## src/rtl/riscv_ctrl_pkg.sv

```systemverilog
// ---------------------------------------------------------------------------
// riscv_ctrl_pkg
// Shared encodings for the multi-cycle RV32I control unit: opcodes, FSM
// states, ALU operations, immediate formats and datapath mux selects, plus
// the branch-condition helper used by the BRANCH state.
// ---------------------------------------------------------------------------
package riscv_ctrl_pkg;

    typedef enum logic [6:0] {
        OP_LOAD   = 7'b0000011,
        OP_STORE  = 7'b0100011,
        OP_OP     = 7'b0110011,
        OP_OP_IMM = 7'b0010011,
        OP_BRANCH = 7'b1100011,
        OP_JAL    = 7'b1101111,
        OP_JALR   = 7'b1100111,
        OP_LUI    = 7'b0110111,
        OP_AUIPC  = 7'b0010111
    } opcode_e;

    typedef enum logic [3:0] {
        S_FETCH    = 4'd0,
        S_DECODE   = 4'd1,
        S_MEMADR   = 4'd2,
        S_MEMREAD  = 4'd3,
        S_MEMWB    = 4'd4,
        S_MEMWRITE = 4'd5,
        S_EXECR    = 4'd6,
        S_EXECI    = 4'd7,
        S_ALUWB    = 4'd8,
        S_BRANCH   = 4'd9,
        S_JAL      = 4'd10,
        S_JALR     = 4'd11,
        S_LUI      = 4'd12,
        S_AUIPC    = 4'd13,
        S_ERROR    = 4'd14
    } state_e;

    typedef enum logic [2:0] {
        ALU_ADD = 3'b000,
        ALU_SUB = 3'b001,
        ALU_AND = 3'b010,
        ALU_OR  = 3'b011,
        ALU_XOR = 3'b100,
        ALU_SLT = 3'b101,
        ALU_SLL = 3'b110,
        ALU_SRL = 3'b111
    } alu_ctrl_e;

    typedef enum logic [2:0] {
        IMM_I = 3'b000,
        IMM_S = 3'b001,
        IMM_B = 3'b010,
        IMM_U = 3'b011,
        IMM_J = 3'b100
    } imm_src_e;

    // What the FSM asks of the ALU decoder in a given state.
    typedef enum logic [1:0] {
        ALUOP_ADD   = 2'b00,
        ALUOP_SUB   = 2'b01,
        ALUOP_FUNCT = 2'b10
    } alu_op_e;

    typedef enum logic [1:0] {
        SRC_A_PC    = 2'b00,
        SRC_A_OLDPC = 2'b01,
        SRC_A_RS1   = 2'b10,
        SRC_A_ZERO  = 2'b11
    } src_a_e;

    typedef enum logic [1:0] {
        SRC_B_RS2  = 2'b00,
        SRC_B_IMM  = 2'b01,
        SRC_B_FOUR = 2'b10
    } src_b_e;

    typedef enum logic [1:0] {
        RES_ALUOUT    = 2'b00,
        RES_MEMDATA   = 2'b01,
        RES_ALURESULT = 2'b10
    } result_src_e;

    localparam logic [2:0] F3_BEQ  = 3'b000;
    localparam logic [2:0] F3_BNE  = 3'b001;
    localparam logic [2:0] F3_BLT  = 3'b100;
    localparam logic [2:0] F3_BGE  = 3'b101;
    localparam logic [2:0] F3_BLTU = 3'b110;
    localparam logic [2:0] F3_BGEU = 3'b111;

    // Reserved branch funct3 values (010, 011) never take the branch.
    function automatic logic branch_taken(input logic [2:0] funct3,
                                          input logic       zero,
                                          input logic       lt,
                                          input logic       ltu);
        case (funct3)
            F3_BEQ:  return zero;
            F3_BNE:  return !zero;
            F3_BLT:  return lt;
            F3_BGE:  return !lt;
            F3_BLTU: return ltu;
            F3_BGEU: return !ltu;
            default: return 1'b0;
        endcase
    endfunction

endpackage

```

## src/rtl/alu_decoder.sv

```systemverilog
// ---------------------------------------------------------------------------
// alu_decoder
// Combinational ALU-control decode.
//   alu_op_i    : request from the FSM (force ADD, force SUB, or use funct)
//   funct3_i    : instruction funct3
//   funct7b5_i  : instruction bit 30
//   is_rtype_i  : 1 for register-register ALU instructions
//   alu_ctrl_o  : ALU operation
// ---------------------------------------------------------------------------
module alu_decoder
    import riscv_ctrl_pkg::*;
(
    input  alu_op_e    alu_op_i,
    input  logic [2:0] funct3_i,
    input  logic       funct7b5_i,
    input  logic       is_rtype_i,
    output alu_ctrl_e  alu_ctrl_o
);

    // NOTE: every output of a combinational block gets a default before the
    // case, so no path can leave it unassigned and infer a latch.
    always_comb begin
        alu_ctrl_o = ALU_ADD;
        case (alu_op_i)
            ALUOP_SUB: alu_ctrl_o = ALU_SUB;
            ALUOP_FUNCT: begin
                case (funct3_i)
                    // Bit 30 of an I-type is immediate data, so only an
                    // R-type may select SUB.
                    3'b000: alu_ctrl_o = (is_rtype_i && funct7b5_i) ? ALU_SUB : ALU_ADD;
                    3'b001: alu_ctrl_o = ALU_SLL;
                    // The 3-bit ALU code has no SLTU/SRA slots; they share
                    // SLT/SRL.
                    3'b010,
                    3'b011: alu_ctrl_o = ALU_SLT;
                    3'b100: alu_ctrl_o = ALU_XOR;
                    3'b101: alu_ctrl_o = ALU_SRL;
                    3'b110: alu_ctrl_o = ALU_OR;
                    3'b111: alu_ctrl_o = ALU_AND;
                    default: alu_ctrl_o = ALU_ADD;
                endcase
            end
            default: alu_ctrl_o = ALU_ADD;
        endcase
    end

endmodule

```

## src/rtl/control_unit_fsm.sv

```systemverilog
// ---------------------------------------------------------------------------
// control_unit_fsm
// Multi-cycle RV32I control unit with memory-wait timeout and illegal-opcode
// trap.
//   clk, rst_n                 : clock, asynchronous active-low reset
//   instr_i                    : instruction register contents
//   mem_ready_i                : memory completes the current access
//   zero_i, lt_i, ltu_i        : ALU flags for branch resolution
//   pc_write_o, ir_write_o,
//   reg_write_o, mem_read_o,
//   mem_write_o                : datapath enables (forced 0 during reset)
//   adr_src_o                  : memory address select (0 = PC, 1 = ALUOut)
//   alu_src_a_o, alu_src_b_o,
//   result_src_o               : datapath mux selects
//   imm_src_o, alu_ctrl_o      : immediate format, ALU operation
//   illegal_o, timeout_o       : sticky error flags
//   state_o                    : current state, for debug
// ---------------------------------------------------------------------------
module control_unit_fsm
    import riscv_ctrl_pkg::*;
#(
    parameter int unsigned MEM_TIMEOUT  = 16,
    parameter bit          TRAP_ILLEGAL = 1'b1
) (
    input  logic        clk,
    input  logic        rst_n,
    input  logic [31:0] instr_i,
    input  logic        mem_ready_i,
    input  logic        zero_i,
    input  logic        lt_i,
    input  logic        ltu_i,
    output logic        pc_write_o,
    output logic        ir_write_o,
    output logic        reg_write_o,
    output logic        mem_read_o,
    output logic        mem_write_o,
    output logic        adr_src_o,
    output logic [1:0]  alu_src_a_o,
    output logic [1:0]  alu_src_b_o,
    output logic [1:0]  result_src_o,
    output logic [2:0]  imm_src_o,
    output logic [2:0]  alu_ctrl_o,
    output logic        illegal_o,
    output logic        timeout_o,
    output logic [3:0]  state_o
);

    // The counter never holds MEM_TIMEOUT itself: the cycle that would reach
    // it leaves for ERROR instead.
    localparam int CNT_W = (MEM_TIMEOUT > 1) ? $clog2(MEM_TIMEOUT) : 1;

    state_e           state_q, state_d;
    logic [CNT_W-1:0] wait_q, wait_d;
    logic             illegal_q, illegal_d;
    logic             timeout_q, timeout_d;

    logic [6:0] opcode;
    logic [2:0] funct3;
    logic       funct7b5;
    logic       unused_instr;

    assign opcode       = instr_i[6:0];
    assign funct3       = instr_i[14:12];
    assign funct7b5     = instr_i[30];
    assign unused_instr = ^{instr_i[31], instr_i[29:15], instr_i[11:7]};

    logic mem_wait_state;
    logic wait_expired;

    assign mem_wait_state = (state_q == S_FETCH) || (state_q == S_MEMREAD) ||
                            (state_q == S_MEMWRITE);
    assign wait_expired   = (wait_q == CNT_W'(MEM_TIMEOUT - 1));

    // ---------------------------------------------------------------- next state
    always_comb begin
        state_d   = state_q;
        illegal_d = illegal_q;
        timeout_d = timeout_q;
        wait_d    = '0;

        // A ready in the expiring cycle still completes the access.
        if (mem_wait_state && !mem_ready_i) begin
            if (wait_expired) begin
                state_d   = S_ERROR;
                timeout_d = 1'b1;
            end else begin
                wait_d = wait_q + CNT_W'(1);
            end
        end

        case (state_q)
            S_FETCH:    if (mem_ready_i) state_d = S_DECODE;
            S_DECODE: begin
                case (opcode)
                    OP_LOAD,
                    OP_STORE:  state_d = S_MEMADR;
                    OP_OP:     state_d = S_EXECR;
                    OP_OP_IMM: state_d = S_EXECI;
                    OP_BRANCH: state_d = S_BRANCH;
                    OP_JAL:    state_d = S_JAL;
                    OP_JALR:   state_d = S_JALR;
                    OP_LUI:    state_d = S_LUI;
                    OP_AUIPC:  state_d = S_AUIPC;
                    default: begin
                        if (TRAP_ILLEGAL) begin
                            state_d   = S_ERROR;
                            illegal_d = 1'b1;
                        end else begin
                            state_d = S_FETCH;
                        end
                    end
                endcase
            end
            S_MEMADR:   state_d = (opcode == OP_STORE) ? S_MEMWRITE : S_MEMREAD;
            S_MEMREAD:  if (mem_ready_i) state_d = S_MEMWB;
            S_MEMWRITE: if (mem_ready_i) state_d = S_FETCH;
            S_MEMWB:    state_d = S_FETCH;
            S_EXECR,
            S_EXECI,
            S_LUI,
            S_AUIPC,
            S_JAL,
            S_JALR:     state_d = S_ALUWB;
            S_ALUWB:    state_d = S_FETCH;
            S_BRANCH:   state_d = S_FETCH;
            S_ERROR:    state_d = S_ERROR;
            default:    state_d = S_ERROR;
        endcase
    end

    // NOTE: sequential state uses non-blocking assignments so every register
    // samples the pre-edge values, independent of statement order.
    always_ff @(posedge clk or negedge rst_n) begin
        if (!rst_n) begin
            state_q   <= S_FETCH;
            wait_q    <= '0;
            illegal_q <= 1'b0;
            timeout_q <= 1'b0;
        end else begin
            state_q   <= state_d;
            wait_q    <= wait_d;
            illegal_q <= illegal_d;
            timeout_q <= timeout_d;
        end
    end

    // ---------------------------------------------------------------- outputs
    logic        pc_write, ir_write, reg_write, mem_read, mem_write;
    alu_op_e     alu_op;
    src_a_e      src_a;
    src_b_e      src_b;
    result_src_e result_src;

    always_comb begin
        pc_write   = 1'b0;
        ir_write   = 1'b0;
        reg_write  = 1'b0;
        mem_read   = 1'b0;
        mem_write  = 1'b0;
        adr_src_o  = 1'b0;
        src_a      = SRC_A_PC;
        src_b      = SRC_B_RS2;
        result_src = RES_ALUOUT;
        alu_op     = ALUOP_ADD;

        case (state_q)
            S_FETCH: begin
                mem_read   = 1'b1;
                ir_write   = mem_ready_i;
                pc_write   = mem_ready_i;
                src_a      = SRC_A_PC;
                src_b      = SRC_B_FOUR;
                result_src = RES_ALURESULT;
            end
            // Precompute the branch/JAL target (old PC + imm) into ALUOut.
            S_DECODE: begin
                src_a = SRC_A_OLDPC;
                src_b = SRC_B_IMM;
            end
            S_MEMADR: begin
                src_a = SRC_A_RS1;
                src_b = SRC_B_IMM;
            end
            S_MEMREAD: begin
                mem_read  = 1'b1;
                adr_src_o = 1'b1;
            end
            S_MEMWRITE: begin
                mem_write = 1'b1;
                adr_src_o = 1'b1;
            end
            S_MEMWB: begin
                reg_write  = 1'b1;
                result_src = RES_MEMDATA;
            end
            S_EXECR: begin
                src_a  = SRC_A_RS1;
                src_b  = SRC_B_RS2;
                alu_op = ALUOP_FUNCT;
            end
            S_EXECI: begin
                src_a  = SRC_A_RS1;
                src_b  = SRC_B_IMM;
                alu_op = ALUOP_FUNCT;
            end
            S_LUI: begin
                src_a = SRC_A_ZERO;
                src_b = SRC_B_IMM;
            end
            S_AUIPC: begin
                src_a = SRC_A_OLDPC;
                src_b = SRC_B_IMM;
            end
            // PC takes the target from ALUOut while the ALU forms old PC + 4
            // for the link write in ALUWB.
            S_JAL: begin
                pc_write   = 1'b1;
                src_a      = SRC_A_OLDPC;
                src_b      = SRC_B_FOUR;
                result_src = RES_ALUOUT;
            end
            S_JALR: begin
                pc_write   = 1'b1;
                src_a      = SRC_A_RS1;
                src_b      = SRC_B_IMM;
                result_src = RES_ALURESULT;
            end
            S_ALUWB: begin
                reg_write  = 1'b1;
                result_src = RES_ALUOUT;
            end
            S_BRANCH: begin
                src_a      = SRC_A_RS1;
                src_b      = SRC_B_RS2;
                alu_op     = ALUOP_SUB;
                result_src = RES_ALUOUT;
                pc_write   = branch_taken(funct3, zero_i, lt_i, ltu_i);
            end
            default: ;
        endcase
    end

    always_comb begin
        imm_src_o = IMM_I;
        case (opcode)
            OP_STORE:  imm_src_o = IMM_S;
            OP_BRANCH: imm_src_o = IMM_B;
            OP_LUI,
            OP_AUIPC:  imm_src_o = IMM_U;
            OP_JAL:    imm_src_o = IMM_J;
            default:   imm_src_o = IMM_I;
        endcase
    end

    alu_ctrl_e alu_ctrl;

    alu_decoder u_alu_decoder (
        .alu_op_i   (alu_op),
        .funct3_i   (funct3),
        .funct7b5_i (funct7b5),
        .is_rtype_i (opcode == OP_OP),
        .alu_ctrl_o (alu_ctrl)
    );

    // Reset forces FETCH, which would otherwise request a read; the enables
    // are gated so nothing fires while rst_n is low, even mid-instruction.
    assign pc_write_o   = rst_n & pc_write;
    assign ir_write_o   = rst_n & ir_write;
    assign reg_write_o  = rst_n & reg_write;
    assign mem_read_o   = rst_n & mem_read;
    assign mem_write_o  = rst_n & mem_write;
    assign alu_src_a_o  = src_a;
    assign alu_src_b_o  = src_b;
    assign result_src_o = result_src;
    assign alu_ctrl_o   = alu_ctrl;
    assign illegal_o    = illegal_q;
    assign timeout_o    = timeout_q;
    assign state_o      = state_q;

endmodule

```

## config.mk

```make
export PLATFORM = sky130hd
export DESIGN_NAME = control_unit_fsm
export DESIGN_NICKNAME = d
export VERILOG_FILES = /design/src/rtl/riscv_ctrl_pkg.sv /design/src/rtl/alu_decoder.sv /design/src/rtl/control_unit_fsm.sv
export SDC_FILE = /design/constraint.sdc
export NUM_CORES = 1
export LEC_CHECK = 0
export ABC_CLOCK_PERIOD_IN_PS = 2600
export CAP_MARGIN = 20
export CORE_MARGIN = 5
export CORE_UTILIZATION = 37
export CTS_BUF_LIST = sky130_fd_sc_hd__clkbuf_16
export CTS_CLUSTER_DIAMETER = 60
export DETAILED_ROUTE_END_ITERATION = 8
export GPL_TIMING_DRIVEN = 1
export MAX_ROUTING_LAYER = met4
export PLACE_DENSITY = 0.8
export SLEW_MARGIN = 10
export SYNTH_ARGS = -nofsm -noshare
export SYNTH_HDL_FRONTEND = slang
export SYNTH_SLANG_ARGS = --single-unit
export TNS_END_PERCENT = 30
```

## constraint.sdc

```tcl
create_clock -name clk -period 2.6 [get_ports clk]
set_input_delay 0.78 -clock clk [delete_from_list [all_inputs] [get_ports clk]]
set_output_delay 0.78 -clock clk [all_outputs]
set_load 0.05 [all_outputs]
```

# After elaboration in Yosys (flattened, before gate mapping)
# Index checks and enable logic that the tools add are counted.
totals:
  register_bits: 10
  latch_bits: 0
  ram_bits: 0
  romBits: 0
  inputBits: 38
  out_inout_bits: 24
  word_cells: 96
  n_memories: 0
op_classes:
  addsub: 1
  n_mul: 0
  div_mod_pow: 0
  order_cmp: 0
  eq_ne: 32
  shift: 0
  muxes: 25
  n_bitwise: 6
  reduce_logical: 28
ops:
  columns: ["operator", "count"]
  rows:
  - ["4-bit one-hot mux with 8 select lines", 1]
  - ["4-bit equality test (second input constant)", 7]
  - ["4-bit two-way mux", 7]
  - ["4-bit one-hot mux with 7 select lines", 1]
  - ["7-bit by 6-bit equality test with 1-bit output (second input constant)", 3]
  - ["7-bit equality test (second input constant)", 3]
  - ["3-bit one-hot mux with 7 select lines", 1]
  - ["2-bit OR reduction", 10]
  - ["4-bit by 3-bit equality test with 1-bit output (second input constant)", 4]
  - ["7-bit by 5-bit equality test with 1-bit output (second input constant)", 2]
  - ["3-bit equality test (second input constant)", 4]
  - ["2-bit one-hot mux with 2 select lines", 3]
  - ["3-bit one-hot mux with 4 select lines", 1]
  - ["6-bit OR reduction", 2]
  - ["9-bit OR reduction", 1]
  - ["4-bit by 2-bit equality test with 1-bit output (second input constant)", 2]
  - ["7-bit by 2-bit equality test with 1-bit output (second input constant)", 1]
  - ["3-bit by 2-bit equality test with 1-bit output (second input constant)", 2]
  - ["1-bit two-way mux", 6]
  - ["1-bit one-hot mux with 6 select lines", 1]
  - ["2-bit one-hot mux with 3 select lines", 1]
  - ["3-bit one-hot mux with 2 select lines", 1]
  - ["3-bit OR reduction", 2]
  - ["1-bit bitwise AND", 5]
  - ["other kinds (15)", 21]

# Depth between registers and ports, before layout
# Gate-level depths: netlist (run 1).
logic_depth:
  depth_word: 7
  ltp_mapped: 9
  depth_no_buf: 8

# Cells and area by module
# Synthesis (run 1) repeated with hierarchy kept, for this count alone.
unflattened:
  hier_cells: 140
  hier_area_um2: 1057.3
by_module_without_submodules:
  columns: ["module", "n_inst", "cells_per_inst", "area_per_inst_um2", "seq_area_each_um2"]
  rows:
  - ["control_unit_fsm", 1, 122, 949.7, 250.2]
  - ["alu_decoder", 1, 18, 107.6, 0.0]

# Worst setup path after synthesis (run 1)
# Ideal clock, no wire load.
synth_timing:
  path_kind: "flip-flop to output port"
  startpoint: "register state_q[1] (netlist: state_o[1])"
  endpoint: "output port alu_ctrl_o[2]"
  arrival_time_ns: 2.888
  required_ns: 1.820
  path_slack_ns: -1.068
  stages_incl_launch_ff: 9
  path_buffers: 2
  path_cell_list: "dfrtp_1 buf_2 buf_1 nand2_1 inv_1 ha_1 inv_1 nand2_1 nor3b_1"
synth_between:
  elab_chain_cells: 5
  word_cells_on_any_way: 8
  cone_classes: "eq/ne (5); mux (2); reduce/logical (1)"
synth_rtl:
  columns: ["item", "line_no", "source"]
  rows:
  - ["start, declared", "control_unit_fsm.sv:52", "state_e state_q, state_d;"]
  - ["start signal, assigned", "control_unit_fsm.sv:140", "state_q <= state_d;"]
  - ["4-bit by 3-bit equality test with 1-bit output", "control_unit_fsm.sv:166", "case (state_q)"]
  - ["2-bit OR reduction (no line)", null, null]
  - ["2-bit one-hot mux with 2 select lines *", "control_unit_fsm.sv:166", null]
  - ["2-bit equality test or 2-bit by 1-bit equality test with 1-bit output (tied branches)", "alu_decoder.sv:24", "case (alu_op_i)"]
  - ["3-bit one-hot mux with 2 select lines *", "alu_decoder.sv:24", null]
  - ["end, declared", "control_unit_fsm.sv:42", "output logic [2:0] alu_ctrl_o,"]
# Every way passes the cells marked *; elsewhere a longest branch is shown, timed or not.

# Final worst setup path (run 1)
layout_timing:
  startpoint: "input port instr_i[12]"
  endpoint: "output port alu_ctrl_o[0]"
layout_between:
  elab_chain_cells: 4
  word_cells_on_any_way: 11
  cone_classes: "eq/ne (7); mux (2); reduce/logical (2)"
layout_rtl:
  columns: ["item", "line_no", "source"]
  rows:
  - ["start, declared", "control_unit_fsm.sv:27", "input logic [31:0] instr_i,"]
  - ["3-bit by 2-bit equality test with 1-bit output", "alu_decoder.sv:27", "case (funct3_i)"]
  - ["2-bit OR reduction", "alu_decoder.sv:27", null]
  - ["3-bit one-hot mux with 7 select lines *", "alu_decoder.sv:27", null]
  - ["3-bit one-hot mux with 2 select lines *", "alu_decoder.sv:24", null]
# Marked as above.

==> results of run 1 <==
metal layers:
layer	up-vias	wire (um)
li1	596	-
met3	4	169
met2	33	1740
met5	-	0
met1	569	1360
met4	0	39
logic make-up after synthesis:
kind of cell               synth area share
and+or+nand+nor                       0.415
AOI/OAI and AO/OA                     0.167
DFF                                   0.246
buffers and inverters                0.0419
xor gates and xnor gates             0.0603
muxes                                0.0320
adders and majority gates            0.0369
stage by stage:
step	TNS (ns)	util	instances	area (um2)
2_1_floorplan	-0.951	-	128	1070
3_3_place_gp	-1.81	0.670	218	1800
3_5_place_dp	-1.96	0.670	218	1800
4_1_cts	-0.00506	0.715	225	1920
5_1_grt	-0.282	0.721	225	1940
6_report	-0.0620	0.721	225	1940
worst reg2reg max path: stages, from the launching register on:
cell and delay [ns]:
dfrtp_2 0.45, buf_4 0.19, or4b_2 0.69, nor4_1 0.30, a311oi_1 0.09, nand4_1 0.11
path summary, 6_finish.rpt:
| kind | to | startpoint | slack, ns | depth (start not counted) |
|---|---|---|---|---|
| min reg2reg | wait_q[0] | wait_q[0] | 0.46 | 1 |
| min | wait_q[0] | wait_q[0] | 0.46 | 1 |
| min in group asynchronous | timeout_o | rst_n | 0.63 | 2 |
| max reg2reg | state_o[2] | state_o[2] | 0.70 | 5 |
| max in group asynchronous | state_o[3] | rst_n | 1.73 | 3 |
| max | alu_ctrl_o[0] | instr_i[12] | -0.06 | 6 |
layout make-up:
cell class	count	area, um2	share of cell area
Sequential cell	10	255	0.132
Tap cell	31	38.8	0.0200
Clock inverter	1	3.75	0.00194
Multi-Input combinational cell	109	832	0.430
Clock buffer	3	75.1	0.0388
Timing Repair Buffer	68	719	0.372
Inverter	3	11.3	0.00582
cell usage in the layout, fill, tap and decap left out, types with 3 or more instances in the layout:
| cell | instances |
|---|---|
| nand2_2 | 3 |
| nand2b_1 | 10 |
| nor2b_4 | 3 |
| dfrtp_2 | 4 |
| xor2_1 | 5 |
| and2_1 | 3 |
| nor2b_1 | 3 |
| nand3_1 | 5 |
| or3b_2 | 3 |
| clkbuf_16 | 3 |
| and3_1 | 3 |
| nor2_1 | 5 |
| dfrtp_1 | 6 |
| a21oi_2 | 4 |
| nand2_1 | 8 |
| ha_1 | 3 |
| buf_12 | 15 |
| inv_1 | 3 |
| nor3_1 | 4 |
| nand3b_1 | 3 |
| buf_4 | 31 |
| a21oi_1 | 5 |
| dlygate4sd2_1 | 11 |
| clkdlybuf4s50_1 | 6 |
state kept, by name, summed over array words and instances, names as in the netlist:
| signal | count |
|---|---|
| illegal_o | 1 |
| state_o | 4 |
| wait_q | 4 |
| timeout_o | 1 |
what timing repair did:
| action | CTS | global route |
|---|---|---|
| endpoints found under the hold margin | 0 | 0 |
| buffers inserted | 3 | 0 |
| pin swaps | 10 | 2 |
| setup endpoints to repair | 8 | 8 |
| gates resized for setup | 34 | 9 |
where the power goes:
| part | internal (mW) | switching [mW] | total [mW] |
|---|---|---|---|
| logic | 0.589 | 0.809 | 1.40 |
| clock network | 0.201 | 0.0718 | 0.273 |
| registers | 0.200 | 0.0382 | 0.238 |
| total | 0.990 | 0.919 | 1.91 |
==> impl_metrics.ini, run 1 <==
[status]
status = finished, violations left
violations = setup timing

[cts]
root_buffer = clkbuf_16
h-tree-depth = 1
cts_inserted_buffers = 3
insertion_delay_ns = 0.24
clkTransAtPathRegs_ns = 0.04
cts_num_sinks = 10
clockBufferDepth = 2
cts_tree = built
postCtsHoldBufs = 0

[yosys]
syn_avg_cell_area_um2 = 7.94
syn_area_um2 = 1020
synth.distinct_cells = 46
synthFlopType = dfrtp_1
yosysMostFrequentCell = nand2_1
synthCells = 128
yosysTopAreaCell = dfrtp_1
synth_warnings = 0
async_flop_share = 1.00
syn_nets = 169
yosysSeqAreaShare = 0.246
synth_seq_cells = 10
synth_area_leaders = dfrtp_1, nand2b_1, a21oi_1
synth-edff-count = 0
synth_commonest_cells = nand2_1, dfrtp_1, nand2b_1
synth_top_cell_area_share = 0.246

[pwr]
total_power_mw = 1.91
power_density_nw_per_um2 = 986
leakage_nw = 0.900
vdd_drop_max_v = 0.00114

[route]
viasPerCell = 5.34
dr.pass1.iters = 4
vias = 1202
ant_nets = 0
drtIter0Drc = 41
wl_um = 3310
drcViolationCount = 0
wl_per_cell_um = 14.7

[sta]
tightest_slew_ns = 0.503
hold_slack_ns = 0.458
rsz0062_at_grt = true
final.period_utilization = 1.02
fin_ws_ns = -0.0589
drv_slew = 0
max_freq_mhz = 376
final.setup_skew_ns = 0.00690
relSlewSlack = 0.664
fin_crit_ns = 2.66
finalHoldViolCount = 0
finalSetupViolCount = 2

[global_route]
gr-usage-met2 = 0.315
track_usage = 0.180
overflow = 0
antenna_found_initial = 0
grt_pass1_wl_um = 5730
met1_usage = 0.200
grt_busiest_layer = met2
grt_util_met3 = 0.0432
grt_pass1_vias = 1230
grt_max_degree = 18

[cells_and_area]
areaGrowthSynthToFinish_pct = 90.5
num-nets-final = 236
fillers = 203
diodes = 0
drive_gt1_frac = 0.433

[placed_design]
dp_hpwl_um = 2510
preCtsSetupSlack_ns = -0.457
port_buffers = 40
place.gp.congestion = 0.757

[setup_path]
path_max_fanout = 6
critPathKind = in -> out
crit_arrival_ns = 1.88
path_delay_family = buffers and inverters
required_ns = 1.82
critPathLaunchType = primary input
crit_slowest_cell = dlygate4sd2_1
cp_slowest_stage_delay_ns = 0.34
cp_num_buf_inv = 2
crit_chain = dlygate4sd2_1, nand2_1, xor2_1, a21oi_2, a21o_1, buf_12
crit_path_end_kind = primary output

[worst_hold_path]
hp-class = reg -> reg

[die]
core-area_um2 = 2690
start_util = 0.378
rows = 19
die_h_um = 62.4
io-pin-count = 62
dieArea_um2 = 3890
die_w_um = 62.4

[job]
cap_violations = 0
No activity file was read; power rests on OpenSTA's default activity.
==> run 2: changes to the inputs <==
--- a/config.mk
+++ b/config.mk
@@ -13,6 +13,7 @@
 export CTS_CLUSTER_DIAMETER = 60
 export DETAILED_ROUTE_END_ITERATION = 8
 export GPL_TIMING_DRIVEN = 1
+export HOLD_SLACK_MARGIN = 0.03
 export MAX_ROUTING_LAYER = met4
 export PLACE_DENSITY = 0.8
 export SLEW_MARGIN = 10
==> constraint.sdc (replaced) <==
create_clock -name clk -period 2.6 [get_ports clk]
set_input_delay 0.52 -clock clk [delete_from_list [all_inputs] [get_ports clk]]
set_output_delay 0.52 -clock clk [all_outputs]
set_load 0.05 [all_outputs]
==> run 2 against run 1 <==
  * Clock power hardly changed
  * Clock skew down 0.0056 ns
  * Sequential power is 4% lower
  * Core utilization down 6.3 points
  * The flow now finishes without violations
  * Critical path depth did not move
  * Largest cell class unchanged
  * Highest routed layer unchanged
  * Worst hold slack better by 0.0048 ns
  * Combinational power shrank 6%
  * Register-to-register slack got worse by 0.10 ns
  * Global-route usage decreased by 1.6 points
  * Cell count decreased by 6.7%
  * Critical endpoint is now pc_write_o
  * Clock-buffer cell count is the same
  * Critical path type unchanged
  * Maximum frequency rose by 6.3%
==> impl_metrics.ini, run 2 (synthesis gave the netlist of run 1 again) <==
[die]
die_h_um = 62.4
dieArea_um2 = 3890
io-pin-count = 62
die_w_um = 62.4
start_util = 0.378
rows = 19
core-area_um2 = 2690

[pwr]
p_clk_frac = 0.150
p_sw_mw = 0.886
combPwrFrac = 0.724
leakage_nw = 0.774
intPower_mw = 0.932
seqPwrFrac = 0.126
vdd_drop_max_v = 0.000929
switching_share = 0.487
power_density_nw_per_um2 = 1030

[global_route]
grt_max_degree = 21
track_usage = 0.163
antenna_found_initial = 0
grt_pass1_wl_um = 5270
grt_pass1_vias = 1206
overflow = 0

[route]
viasPerCell = 5.51
wl_per_cell_um = 14.2
wl_um = 2980
ant_nets = 0
drcViolationCount = 0
drtIter0Drc = 53
vias = 1157
dr.pass1.iters = 4

[job]
cap_violations = 0

[setup_path]
path_delay_family = buffers and inverters
crit_arrival_ns = 1.98
crit_path_end_kind = primary output
required_ns = 2.08
cp_num_buf_inv = 2
critPathKind = in -> out
critPathLaunchType = primary input
cp_slowest_stage_delay_ns = 0.56
crit_slowest_cell = clkdlybuf4s50_1
path_max_fanout = 5
crit_chain = clkdlybuf4s50_1, mux2i_1, xor2_1, o22a_1, o21ai_2, buf_12

[sta]
fin_crit_ns = 2.50
finalHoldViolCount = 0
relSlewSlack = 0.661
drv_slew = 0
fin_ws_ns = 0.0978
final.setup_skew_ns = 0.00126
finalSetupViolCount = 0
hold_slack_ns = 0.463
tightest_slew_ns = 0.507
rsz0062_at_grt = true
final.period_utilization = 0.962
max_freq_mhz = 400

[cts]
clockBufferDepth = 2
h-tree-depth = 1
root_buffer = clkbuf_16
cts_tree = built
postCtsSetupBuffers = 0
insertion_delay_ns = 0.24
clkTransAtPathRegs_ns = 0.04
cts_inserted_buffers = 3
cts_num_sinks = 10
postCtsHoldBufs = 0

[placed_design]
dp.cells = 206
preCtsSetupSlack_ns = 0.0653
dp_hpwl_um = 2410
place.gp.congestion = 0.764
port_buffers = 40

[cells_and_area]
num-nets-final = 221
drive_gt1_frac = 0.274
final_common_cell = clkdlybuf4s50_1
diodes = 0
fillers = 217
finalNonFillerCells = 210
seq_area_um2 = 250
areaGrowthSynthToFinish_pct = 73.8
multi_input_area_um2 = 758
layout_common_cells = clkdlybuf4s50_1, buf_4, buf_12, nand2_1

[status]
status = completed

[worst_hold_path]
hp-class = reg -> reg
[run 2: worst register-to-register path, cell delays in order (launching register included)]
cell     delay [ns]
dfrtp_1        0.39
buf_4          0.21
or4_1          0.56
o22ai_2        0.27
nand2_2        0.13
a221o_1        0.33
[run 2: cell type report]
| type | count | area share |
|---|---|---|
| well taps | 31 | 0.0220 |
| clock buffers | 3 | 0.0425 |
| clock inverters | 1 | 0.00213 |
| multi-input cells | 109 | 0.429 |
| inverters | 3 | 0.00638 |
| repair buffers | 53 | 0.356 |
| flip-flops and latches | 10 | 0.142 |
[run 2: path summary, 6_finish.rpt]
check	from	end	slack, ns	cells after the start
worst max register to register	state_o[1]	state_o[0]	0.60	5
max in group asynchronous	rst_n	timeout_o	1.84	2
worst min register to register	timeout_o	timeout_o	0.46	1
min in group asynchronous	rst_n	state_o[3]	0.64	2
worst min-delay path	timeout_o	timeout_o	0.46	1
worst max-delay path	instr_i[14]	pc_write_o	0.1	6
[run 2: power by group through the flow]
stage               Combinational [mW]  Sequential [mW]  Clock (mW)
finish                            1.32            0.229       0.273
global placement                  1.28            0.225           0
floorplan                        0.721            0.322           0
global route                      1.40            0.234       0.290
CTS                               1.32            0.226       0.276
detailed placement                1.31            0.228           0
[run 2: what timing repair did]
action	4_1_cts	5_1_grt
endpoints found under the setup margin	0	5
gates resized for setup	0	5
hold endpoints to repair	0	0
[run 2: per-stage QoR]
step | area, um2 | total power, mW | setup TNS (ns) | utilization
detailed placement | 1670 | 1.54 | 0 | 0.620
floorplan | 1030 | 1.04 | -0.911 | -
CTS | 1750 | 1.82 | 0 | 0.650
global route | 1770 | 1.92 | -0.0124 | 0.657
global placement | 1670 | 1.50 | 0 | 0.620
finish | 1770 | 1.82 | 0 | 0.657
[run 2: layer usage]
| metal | global-route usage | part of all wire | up-vias |
|---|---|---|---|
| met5 | - | 0 | - |
| met3 | 0.0414 | 0.044 | 7 |
| li1 | - | - | 567 |
| met2 | 0.277 | 0.53 | 42 |
| met4 | 0.0584 | 0.015 | 0 |
| met1 | 0.185 | 0.41 | 541 |
